File: config.mk
export PLATFORM = sky130hd
export DESIGN_NAME = rr_arbiter
export DESIGN_NICKNAME = d
export VERILOG_FILES = /design/src/rtl/arb_pkg.sv /design/src/rtl/rr_pick.sv /design/src/rtl/rr_arbiter.sv
export SDC_FILE = /design/constraint.sdc
export NUM_CORES = 1
export LEC_CHECK = 0
export BUFFER_PORTS_ARGS = -buffer_cell sky130_fd_sc_hd__buf_2
export CORE_MARGIN = 2
export CORE_UTILIZATION = 40
export CTS_CLUSTER_DIAMETER = 200
export DETAILED_ROUTE_END_ITERATION = 7
export PLACE_DENSITY = 0.58
export SLEW_MARGIN = 20
export SYNTH_ARGS = -nofsm -noshare
export SYNTH_HDL_FRONTEND = slang
export SYNTH_SLANG_ARGS = --single-unit
export TNS_END_PERCENT = 30
File: constraint.sdc
create_clock -name clk_i -period 4.22 [get_ports clk_i]
set_input_delay 0.422 -clock clk_i [delete_from_list [all_inputs] [get_ports clk_i]]
set_output_delay 0.422 -clock clk_i [all_outputs]
set_load 0.03 [all_outputs]
File: src/rtl/arb_pkg.sv
// Shared types and helpers for the round-robin arbiter.
package arb_pkg;

   typedef enum logic [1:0] {IDLE, GRANT, GAP} arb_state_t;

   function automatic int unsigned rr_next(input int unsigned idx, input int unsigned n);
      return (idx + 1 >= n) ? 0 : idx + 1;
   endfunction

endpackage

File: src/rtl/rr_pick.sv
// Combinational round-robin picker: first set request at or after ptr, wrapping mod N.
module rr_pick #(
   parameter int unsigned N = 4
) (
   input  logic [N-1:0]         req_i,
   input  logic [$clog2(N)-1:0] ptr_i,
   output logic                 found_o,
   output logic [$clog2(N)-1:0] pick_id_o,
   output logic [N-1:0]         pick_o
);

   localparam int unsigned IdW = $clog2(N);

   logic [2*N-1:0] dbl;
   logic [2*N-1:0] masked;

   // Upper copy covers the wrap, so a single ascending scan yields the rr order.
   always_comb begin
      dbl    = {req_i, req_i};
      masked = '0;
      for (int unsigned i = 0; i < 2 * N; i++) begin
         masked[i] = dbl[i] && (i >= 32'(ptr_i));
      end
      found_o   = 1'b0;
      pick_id_o = '0;
      pick_o    = '0;
      for (int unsigned i = 0; i < 2 * N; i++) begin
         if (masked[i] && !found_o) begin
            found_o   = 1'b1;
            pick_id_o = (i >= N) ? IdW'(i - N) : IdW'(i);
         end
      end
      if (found_o) begin
         pick_o[pick_id_o] = 1'b1;
      end
   end

endmodule

File: src/rtl/rr_arbiter.sv
// N-way round-robin arbiter with registered one-hot grant, idle gap between grants
// and an optional grant-hold limit that revokes with a one-cycle timeout pulse.
module rr_arbiter
   import arb_pkg::*;
#(
   parameter int unsigned N        = 4,
   parameter int unsigned MAX_HOLD = 8
) (
   input  logic                 clk_i,
   input  logic                 rst_ni,
   input  logic [N-1:0]         req_i,
   output logic [N-1:0]         gnt_o,
   output logic                 busy_o,
   output logic [$clog2(N)-1:0] owner_id_o,
   output logic                 timeout_o
);

   localparam int unsigned IdW   = $clog2(N);
   localparam int unsigned HoldW = (MAX_HOLD == 0) ? 1 : $clog2(MAX_HOLD + 1);
   localparam logic [HoldW-1:0] HoldLast = HoldW'((MAX_HOLD == 0) ? 0 : MAX_HOLD - 1);

   arb_state_t       state_q;
   logic [IdW-1:0]   ptr_q;
   logic [IdW-1:0]   owner_q;
   logic [HoldW-1:0] hold_q;
   logic [N-1:0]     gnt_q;
   logic             busy_q;
   logic             timeout_q;

   logic             found;
   logic [IdW-1:0]   pick_id;
   logic [N-1:0]     pick;
   logic             owner_req;
   logic             limit_hit;

   rr_pick #(
      .N (N)
   ) u_pick (
      .req_i     (req_i),
      .ptr_i     (ptr_q),
      .found_o   (found),
      .pick_id_o (pick_id),
      .pick_o    (pick)
   );

   assign owner_req = req_i[owner_q];
   assign limit_hit = (MAX_HOLD != 0) && (hold_q == HoldLast);

   always_ff @(posedge clk_i or negedge rst_ni) begin
      if (!rst_ni) begin
         state_q   <= IDLE;
         ptr_q     <= '0;
         owner_q   <= '0;
         hold_q    <= '0;
         gnt_q     <= '0;
         busy_q    <= 1'b0;
         timeout_q <= 1'b0;
      end else begin
         case (state_q)
            IDLE, GAP: begin
               timeout_q <= 1'b0;
               if (found) begin
                  gnt_q   <= pick;
                  busy_q  <= 1'b1;
                  owner_q <= pick_id;
                  hold_q  <= '0;
                  state_q <= GRANT;
               end else begin
                  state_q <= IDLE;
               end
            end
            GRANT: begin
               if (!owner_req || limit_hit) begin
                  gnt_q     <= '0;
                  busy_q    <= 1'b0;
                  owner_q   <= '0;
                  ptr_q     <= IdW'(rr_next(32'(owner_q), N));
                  // Release takes priority: a pulse only when the owner still wants it.
                  timeout_q <= owner_req;
                  state_q   <= GAP;
               end else if (hold_q != HoldLast) begin
                  hold_q <= hold_q + 1'b1;
               end
            end
            default: state_q <= IDLE;
         endcase
      end
   end

   assign gnt_o      = gnt_q;
   assign busy_o     = busy_q;
   assign owner_id_o = owner_q;
   assign timeout_o  = timeout_q;

endmodule

==> flow_summary.json <==
{
  "gr-total-overflow": 0,
  "num_vias": 609,
  "dpl.cell_count": 113,
  "r2r_cells": 4,
  "synthCells": 74,
  "synthesis.nets": 82,
  "mostFrequentLayoutCell": "dfrtp_1",
  "synth_area_leaders": "dfrtp_1 (50%), o21ai_0 (5.0%), nand3_1 (4.4%)",
  "final_cells": 116,
  "grtUsageTotal_pct": 14.5,
  "skew_ps": 4.26,
  "clk_pin_slew_ps": 90,
  "ir_drop_mv": 0.420,
  "detail-route-antenna-nets": 0,
  "vias_per_cell": 5.25,
  "maxCapViolCount": 0,
  "postCtsHoldBufs": 0,
  "p_total_w": 0.000657,
  "synth_top_area_share_pct": 50.0,
  "wire_per_inst_um": 13.0,
  "drt_first_pass_iters": 3,
  "rsz0062_at_grt": "false",
  "syn_area_um2": 801,
  "synth-main-ff-cell": "dfrtp_1",
  "drt_iter0_markers": 3,
  "async_flop_share_pct": 100,
  "cts_sinks": 16,
  "drive_gt1_share_pct": 28.1,
  "cts-htree-levels": 1,
  "grt_max_degree": 17,
  "die_area_um2": 2380,
  "hp-class": "in2async",
  "first_global_vias": 625,
  "power_leakage_nw": 0.425,
  "grt_pass1_wl_um": 2740,
  "root_buffer": "clkbuf_4",
  "r2r-end": "gnt_o[1]",
  "setup-violations-final": 0,
  "cp-end-kind": "register",
  "cts_resized": 0,
  "hold_violations": 0,
  "fin_crit_sh_pct": 41.7,
  "arrival_ps": 1930,
  "min_period_ps": 1760,
  "diodes": 0,
  "tightest_slew_ps": 671,
  "avgSynthCellArea_um2": 10.8,
  "dp_hpwl_um": 1140,
  "pin_count": 14,
  "yosys_register_bits": 16,
  "die_h_um": 48.7,
  "crit_type": "reg2reg",
  "core_um2": 1920,
  "start_util_pct": 41.7,
  "wl_um": 1510,
  "worstPathRequired_ps": 4390,
  "place_congestion": 0.768,
  "fill_cells": 208,
  "maxSlewHeadroom_pct": 55.3,
  "syn2layout_area_growth_pct": 13.8,
  "rows": 16,
  "startpoint_type": "register",
  "worstReg2RegStart": "owner_id_o[0]",
  "yosysSeqAreaShare_pct": 50.0,
  "fp.dieW_um": 48.7,
  "synth_edf_count": 0,
  "tns_ps": 0,
  "outcome": "complete, no violations",
  "cts_buffers": 3,
  "drc": 0,
  "synth_cell_types": 30,
  "fmax_mhz": 569,
  "synth_top_cell_by_area": "dfrtp_1",
  "cp_max_fo": 8,
  "ff2ff_setup_slack_ps": 2460,
  "cellPowerDensity_nw_per_um2": 721,
  "post_cts_buffers": 0,
  "slew_violations": 0,
  "cts_tree": "built",
  "holdWs_ps": 39.7,
  "clk_latency_ps": 270,
  "port_buffers": 13,
  "final_nets": 99,
  "clk_path_buf_depth": 2,
  "final_cell_mix": "dfrtp_1 (16), buf_2 (13), o21ai_0 (8), nand3_1 (7)",
  "yosys_warnings": 0,
  "antenna_found_initial": 0
}
-- routing by layer --
layer | GRT usage [%] | vias up | part of all wire [%]
met4 | 2.86 | 0 | 0
li1 | - | 309 | -
met3 | 3.09 | 0 | 3.7
met1 | 20.5 | 291 | 51
met2 | 23.1 | 9 | 45
met5 | 0 | - | 0
-- worst max-delay path by stage --
stage                             start       end  slack (ps)  cells after the start
after floorplan           owner_id_o[0]  gnt_o[1]        2380                      4
after global placement         req_i[3]  gnt_o[1]        2420                      5
after detailed placement       req_i[3]  gnt_o[1]        2400                      5
after CTS                 owner_id_o[0]  gnt_o[1]        2460                      4
after global routing      owner_id_o[0]  gnt_o[1]        2400                      4
final                     owner_id_o[0]  gnt_o[1]        2460                      4
-- cells in the mapped netlist (2+ instances only) --
master     number
a21oi_1         2
nand2_1         5
dfrtp_1        16
nor2_1          3
a221oi_1        2
ha_1            2
o2bb2ai_1       3
nand3_1         7
inv_1           5
o21ai_0         8
nor2b_1         2
-- kinds of logic (layout without fill, tap and decap cells) --
logic type,count (synthesis),count (layout),share of synthesized area (%)
buffers and inverters,6,21,3.75
muxes,2,2,4.22
AOI/OAI and AO/OA,25,25,24.2
adders and majority gates,2,2,3.12
and+or+nand+nor,23,23,14.7
DFF,16,16,50.0
-- flip-flops by register name (all words and copies together), names as in the netlist --
name,count
hold_q,4
state_q,2
gnt_o,4
timeout_o,1
ptr_q,2
busy_o,1
owner_id_o,2
-- power breakdown --
| part | leakage, nW | switching (W) | total [W] | internal, W |
|---|---|---|---|---|
| logic | 0.206 | 0.000204 | 0.000321 | 0.000117 |
| clock network | 0.0138 | 0.0000426 | 0.0000756 | 0.0000330 |
| registers | 0.205 | 0.0000468 | 0.000261 | 0.000214 |
| total | 0.425 | 0.000294 | 0.000657 | 0.000364 |
-- cell type report --
| type | count | area, um^2 | area share, % |
|---|---|---|---|
| flip-flops and latches | 16 | 400 | 44.0 |
| multi-input cells | 52 | 370 | 40.7 |
| repair buffers | 13 | 65.1 | 7.14 |
| well taps | 27 | 33.8 | 3.71 |
| clock buffers | 3 | 22.5 | 2.47 |
| inverters | 5 | 18.8 | 2.06 |
-- per-stage QoR --
step / area (um^2) / setup WS, ps / utilization, %
5_1_grt: 911 / 2400 / 47.4
2_1_floorplan: 801 / 2380 / -
3_3_place_gp: 888 / 2420 / 46.2
4_1_cts: 911 / 2460 / 47.4
6_report: 911 / 2460 / 47.4
3_5_place_dp: 888 / 2400 / 46.2
-- worst max-delay path, stage by stage, from the launching register on --
cell and delay (ps):
dfrtp_1 440, mux4_2 600, a21boi_4 270, nor2_2 100
a22o_1 240
(Power assumes the default switching activity.)
